[src/rtl/ram_arb_pkg.sv]
// Shared types and constants for the RAM port arbiter.
//   state_e : arbiter FSM states
//   owner_t : id of the requester that owns the current transaction
package ram_arb_pkg;

    localparam int unsigned ADDR_W_DEF = 5;
    localparam int unsigned DATA_W_DEF = 4;

    typedef enum logic [1:0] {
        StIdle,
        StIssue,
        StWaitq,
        StResp
    } state_e;

    typedef logic owner_t;

endpackage

[src/rtl/ram_port_arbiter.sv]
// Round-robin arbiter sharing one single-port synchronous RAM between two requesters.
// Ports:
//   CLOCK_50, Reset              : clock, asynchronous active-high reset
//   req/we/addr/wdata 0,1        : requester access (we=1 write, 0 read)
//   gnt0/1                       : one-cycle grant pulse (transaction accepted)
//   rvalid0/1, rdata             : one-cycle read-data strobe per requester, shared data
//   busy                         : FSM not idle
//   ram_addr/ram_wren/ram_wdata  : RAM drive
//   ram_q                        : RAM read data, valid one cycle after address is clocked
// Every output comes from a register or from state/owner registers only.
module ram_port_arbiter
    import ram_arb_pkg::*;
#(
    parameter int unsigned ADDR_W = ADDR_W_DEF,
    parameter int unsigned DATA_W = DATA_W_DEF
) (
    input  logic              CLOCK_50,
    input  logic              Reset,
    input  logic              req0,
    input  logic              req1,
    input  logic              we0,
    input  logic              we1,
    input  logic [ADDR_W-1:0] addr0,
    input  logic [ADDR_W-1:0] addr1,
    input  logic [DATA_W-1:0] wdata0,
    input  logic [DATA_W-1:0] wdata1,
    output logic              gnt0,
    output logic              gnt1,
    output logic              rvalid0,
    output logic              rvalid1,
    output logic [DATA_W-1:0] rdata,
    output logic              busy,
    output logic [ADDR_W-1:0] ram_addr,
    output logic              ram_wren,
    output logic [DATA_W-1:0] ram_wdata,
    input  logic [DATA_W-1:0] ram_q
);

    state_e              state_q, state_d;
    logic                prio_q, prio_d;
    owner_t              owner_q, owner_d;
    logic                we_q, we_d;
    logic [ADDR_W-1:0]   addr_q, addr_d;
    logic [DATA_W-1:0]   wdata_q, wdata_d;
    logic [DATA_W-1:0]   rdata_q, rdata_d;
    owner_t              winner;

    always_ff @(posedge CLOCK_50 or posedge Reset) begin
        if (Reset) begin
            state_q <= StIdle;
            prio_q  <= 1'b0;
            owner_q <= 1'b0;
            we_q    <= 1'b0;
            addr_q  <= '0;
            wdata_q <= '0;
            rdata_q <= '0;
        end else begin
            state_q <= state_d;
            prio_q  <= prio_d;
            owner_q <= owner_d;
            we_q    <= we_d;
            addr_q  <= addr_d;
            wdata_q <= wdata_d;
            rdata_q <= rdata_d;
        end
    end

    always_comb begin
        state_d = state_q;
        prio_d  = prio_q;
        owner_d = owner_q;
        we_d    = we_q;
        addr_d  = addr_q;
        wdata_d = wdata_q;
        rdata_d = rdata_q;
        winner  = 1'b0;

        unique case (state_q)
            StIdle: begin
                if (req0 || req1) begin
                    // Contention goes to prio; otherwise the lone requester wins.
                    winner  = (req0 && req1) ? prio_q : req1;
                    owner_d = winner;
                    we_d    = winner ? we1 : we0;
                    addr_d  = winner ? addr1 : addr0;
                    wdata_d = winner ? wdata1 : wdata0;
                    prio_d  = ~winner;
                    state_d = StIssue;
                end
            end
            StIssue: begin
                state_d = we_q ? StIdle : StWaitq;
            end
            StWaitq: begin
                rdata_d = ram_q;
                state_d = StResp;
            end
            StResp: begin
                state_d = StIdle;
            end
            default: begin
                state_d = StIdle;
            end
        endcase
    end

    assign gnt0      = (state_q == StIssue) && !owner_q;
    assign gnt1      = (state_q == StIssue) && owner_q;
    assign rvalid0   = (state_q == StResp) && !owner_q;
    assign rvalid1   = (state_q == StResp) && owner_q;
    assign busy      = (state_q != StIdle);
    assign ram_wren  = (state_q == StIssue) && we_q;
    assign ram_addr  = addr_q;
    assign ram_wdata = wdata_q;
    assign rdata     = rdata_q;

endmodule

[config.mk]
export PLATFORM = sky130hd
export DESIGN_NAME = ram_port_arbiter
export DESIGN_NICKNAME = d
export VERILOG_FILES = /design/src/rtl/ram_arb_pkg.sv /design/src/rtl/ram_port_arbiter.sv
export SDC_FILE = /design/constraint.sdc
export NUM_CORES = 1
export LEC_CHECK = 0
export CAP_MARGIN = 20
export CORE_UTILIZATION = 54
export CTS_CLUSTER_SIZE = 25
export DETAILED_ROUTE_END_ITERATION = 12
export DONT_BUFFER_PORTS = 1
export HOLD_SLACK_MARGIN = 0.06
export PLACE_DENSITY = 0.73
export RECOVER_POWER = 25
export SYNTH_ARGS = -nofsm -noshare
export SYNTH_HDL_FRONTEND = slang
export SYNTH_SLANG_ARGS = --single-unit
[constraint.sdc]
create_clock -name CLOCK_50 -period 1 [get_ports CLOCK_50]
set_input_delay 0.25 -clock CLOCK_50 [delete_from_list [all_inputs] [get_ports CLOCK_50]]
set_output_delay 0.25 -clock CLOCK_50 [all_outputs]
set_load 0.1 [all_outputs]
==> impl_results.md, run 1 <==
* Synth top area cells: dfrtp_1 48%, a31oi_2 12%, a21oi_1 5.9%
* Tool error: [ERROR DPL-0038] Utilization greater than 100%, impossible to legalize
* CTS Root Cell: clkbuf_4
* # IOs at 47
* GP Congestion at a little over 0.8
* Rows at 14
* Top cell type's share of synthesized area at around 48%
* Synth Flop Type: dfrtp_1
* CTS Buf Count at 3
* Synth area leader: dfrtp_1
* H-tree levels at 1
* Instance count of the mapped netlist at 93
* Post-Syn Area at 931 um^2
* Syn_nets at approximately 120
* PortBufs at 0
* Distinct cell type count after synthesis at 21
* Clock Sinks at 18
* Hpwl dp at 2200 um
* Most common cell in the synthesized netlist: dfrtp_1
* Seq cells post-synth at 18
* Post-synth EDFFs at 0
* Yosys Warn Count at 0
* Clock Tree Buf Depth at 2
* Synthesized area per cell at between 10 and 15 um^2
* Hold buffers post-CTS at 2
* Post-CTS Setup Bufs at 9
* Initial Utilization at about three fifths
* Die width at 43.5 um
* Ys async rst share at 100%
* Top cells by count, synth: 18 x dfrtp_1, 11 x a21oi_1, 10 x nand3_1, 10 x o21ai_1, 9 x a31oi_2
* Outcome: did not finish
* Stopping stage: 4_1_cts
* Post-synthesis sequential area ratio at about half
* CTS resizes at 26
* Placed Instances at between 100 and 150
* Chip Height at roughly 44 um
-- stage by stage --
step / TNS, ns / setup WS, ns / area, um^2 / utilization, %
detailed placement: -4.17 / -0.232 / 1440 / 92.1
floorplan: -3.46 / -0.402 / 1010 / -
global placement: -2.32 / -0.173 / 1440 / 92.1
-- kinds of logic after synthesis --
group,after synthesis,synth area share [%]
compound gates,34,27.0
flops,18,48.4
simple gates,25,13.6
mux,4,4.84
buf+inv,12,6.18
==> inputs of run 2 (changes only) <==
--- a/config.mk
+++ b/config.mk
@@ -6,12 +6,11 @@
 export NUM_CORES = 1
 export LEC_CHECK = 0
 export CAP_MARGIN = 20
-export CORE_UTILIZATION = 54
-export CTS_CLUSTER_SIZE = 25
+export CORE_AREA = 2 2 63 65
 export DETAILED_ROUTE_END_ITERATION = 12
+export DIE_AREA = 0 0 65 67
 export DONT_BUFFER_PORTS = 1
-export HOLD_SLACK_MARGIN = 0.06
-export PLACE_DENSITY = 0.73
+export PLACE_DENSITY_LB_ADDON = 0.15
 export RECOVER_POWER = 25
 export SYNTH_ARGS = -nofsm -noshare
 export SYNTH_HDL_FRONTEND = slang
==> constraint.sdc (replaced) <==
create_clock -name CLOCK_50 -period 1.3 [get_ports CLOCK_50]
set_input_delay 0.325 -clock CLOCK_50 [delete_from_list [all_inputs] [get_ports CLOCK_50]]
set_output_delay 0.325 -clock CLOCK_50 [all_outputs]
set_load 0.1 [all_outputs]
==> run 2 against run 1 <==
The flow now finishes, with violations (negative setup slack). Synthesized cell count did not move. Area after synthesis did not move.
==> impl_results.md, run 2 <==
* Post-Syn Area at 931 um^2 (unchanged)
* Yosys Warn Count at 0 (unchanged)
* Tot GR Track Use at 12.4%
* Vias in the first global route at around 870
* Commonest non-fill, non-tap cell in the layout: buf_4
* Max Freq at roughly 0.66 GHz
* Final Slew Violations at 0
* # diodes at 0
* PortBufs at 0 (unchanged)
* Critical R2R Capture: rdata[2]
* Distinct cell type count after synthesis at 21 (unchanged)
* Tcrit/Tclk final at 116%
* Startpoint types: flip-flop
* Most frequent cells in the layout: 16 x buf_4, 15 x dfrtp_1, 12 x buf_12
* Area delta synth->final at 54.6%
* Crit end category: output pin
* # DRC at 0
* Final min period at 1.51 ns
* Post-synthesis sequential area ratio at 48.4% (unchanged)
* R2r setup slk at approximately 0.13 ns
* Crit path cell chain: nand2b_4 > nor2_4 > buf_12
* GRT overflow at 0
* Beginning of the worst hold path: req1
* Clock Tree Buf Depth at 2 (unchanged)
* Cell depth of the worst min-delay path at 1
* H-tree levels at 1 (unchanged)
* Post-route cell area at approximately 1400 um^2
* Placed Instances at 161 (+23%)
* Synth top area cells: dfrtp_1 48%, a31oi_2 12%, a21oi_1 5.9%
* # setup viols final at 6
* First-pass GRT wire length at between 4000 and 5000 um
* Final antenna-violating net count at 0
* WP data required at 0.98 ns
* Final setup skew at a little over 0.003 ns
* Worst hold path type: primary input to flip-flop
* Top cells by count, synth: 18 x dfrtp_1, 11 x a21oi_1, 10 x nand3_1, 10 x o21ai_1, 9 x a31oi_2
* CTS Buf Count at 3 (unchanged)
* Highest cell delay on the worst timing path at roughly 0.44 ns
* Top cell type's share of synthesized area at 48.4% (unchanged)
* Pin count of the biggest net entering global routing at 14
* Synth Flop Type: dfrtp_1
* Post-synth EDFFs at 0 (unchanged)
* Arrival time at the worst endpoint at 1.18 ns
* Synthesized area per cell at 10.0 um^2 (unchanged)
* Slew headroom at between 70% and 80%
* Rows at 22 (+8)
* CTS Root Cell: clkbuf_8
* Wire per inst at roughly 14 um
* Worst-path clk slew at 0.07 ns
* Clock Sinks at 18 (unchanged)
* Nets at between 100 and 150
* Final WS setup at -0.206 ns
* WP buf/inv at 1
* Most common cell in the synthesized netlist: dfrtp_1
* Post-DP Area at 1360 um^2 (-5.6%)
* Drt first pass iters at 4
* Hpwl dp at 1970 um (-11%)
* Initial antenna violation count at 0
* Syn_nets at 121 (unchanged)
* Met1 Resource Use GR at a little over an eighth
* Worst-Margin Slew at roughly 0.38 ns
* Final Instance Count excl. Fillers at 167
* Seq cells post-synth at 18 (unchanged)
* Failing checks: negative setup slack
* Chip Height at 67 um (+54%)
* Die width at 65 um (+49%)
* Routed wire length at between 2000 and 2500 um
* CTS tree: done
* Endpoints failing hold at 0
* Post-layout utilization of the core at between 30% and 40%
* Hold Path End: prio_q
* CP delay by family, top: flip-flops
* Die area at ~4400 um^2
* # IOs at 47 (unchanged)
* Synth area leader: dfrtp_1
* Grt peak-use layer: met2
* Initial Utilization at 25.8% (-34 points)
* Max_cap viols at 0
* Outcome: finished with violations
* CP max-delay cell: dfrtp_2
* Met3 Usage GRT at approximately 4.9%
* Routing usage on met2 at a little under a quarter
* Max FO, Critical Path at 4
* GP Congestion at 0.698 (-15%)
* Instance count of the mapped netlist at 93 (unchanged)
* Clock Latency Late Sink at between 0.2 and 0.3 ns
* DR iter-0 viols at 11
* Ys async rst share at 100% (unchanged)
* Share of post-route cells with drive strength above 1 at 48.7%
* Vias per inst at about 4.8
* Number of flip-flops in the largest register at 5
* Routed vias at approximately 800
* Core box area at 3610 um^2
* Crit Path Class: flip-flop to output pin
* R2R depth at 3
* Unrepaired setup endpoints after global routing: true
[run 2: cell counts after synthesis]
Identical to the previous run, type by type.
[run 2: logic make-up (layout without fill, tap and decap cells)]
group                  count (synthesis)  after routing  synth area share, %
AO/OA/AOI/OAI                         34             34                 27.0
buffers and inverters                 12             38                 6.18
flip-flops                            18             18                 48.4
multiplexers                           4              4                 4.84
AND/OR/NAND/NOR                       25             25                 13.6
[run 2: routing by layer]
layer  share of wire, %  wire (um)
met5                  0          0
met1                 39        923
met4                  0          0
met3                8.4        201
met2                 53       1260
[run 2: cell type report]
type,instances,area (um^2)
clock buffers,4,55.1
fillers,369,2170
inverters,5,18.8
multi-input cells,63,480
flip-flops and latches,18,454
well taps,48,60.1
repair buffers,29,370
[run 2: through the flow]
stage | hold WS (ns) | worst slack [ns] | setup TNS, ns
global route | 0.174 | -0.256 | -1.33
finish | 0.175 | -0.206 | -1.01
floorplan | 0.263 | -0.127 | -0.656
global placement | 0.199 | 0.0734 | 0
detailed placement | 0.195 | 0.0467 | 0
CTS | 0.168 | -0.219 | -1.15
[run 2: worst register-to-register path: stages, from the launching register on]
cell and delay, ns:
dfrtp_2 0.44, buf_4 0.15, nand2b_2 0.12, mux2_1 0.34
[run 2: what timing repair did]
action                     4_1_cts  5_1_grt
pin swaps                        1        0
hold endpoints to repair         8        0
hold buffers                     1        0
setup buffers                    0        1
setup endpoints to repair        6       14
resized for setup                0        5
[run 2: how the worst max path moves through the flow]
stage / startpoint / to / slack, ns / cells past startpoint
after floorplan: flip-flop / gnt0 / -0.13 / 2
after global placement: flip-flop / gnt0 / 0.07 / 3
after detailed placement: flip-flop / gnt0 / 0.05 / 3
after CTS: flip-flop / gnt1 / -0.22 / 3
after global routing: flip-flop / gnt1 / -0.26 / 3
final: flip-flop / gnt1 / -0.21 / 3
Power of run 2 is left out: the tool's default activity adds up to more than one toggle a clock period on the data nets, which glitch-free logic cannot reach.
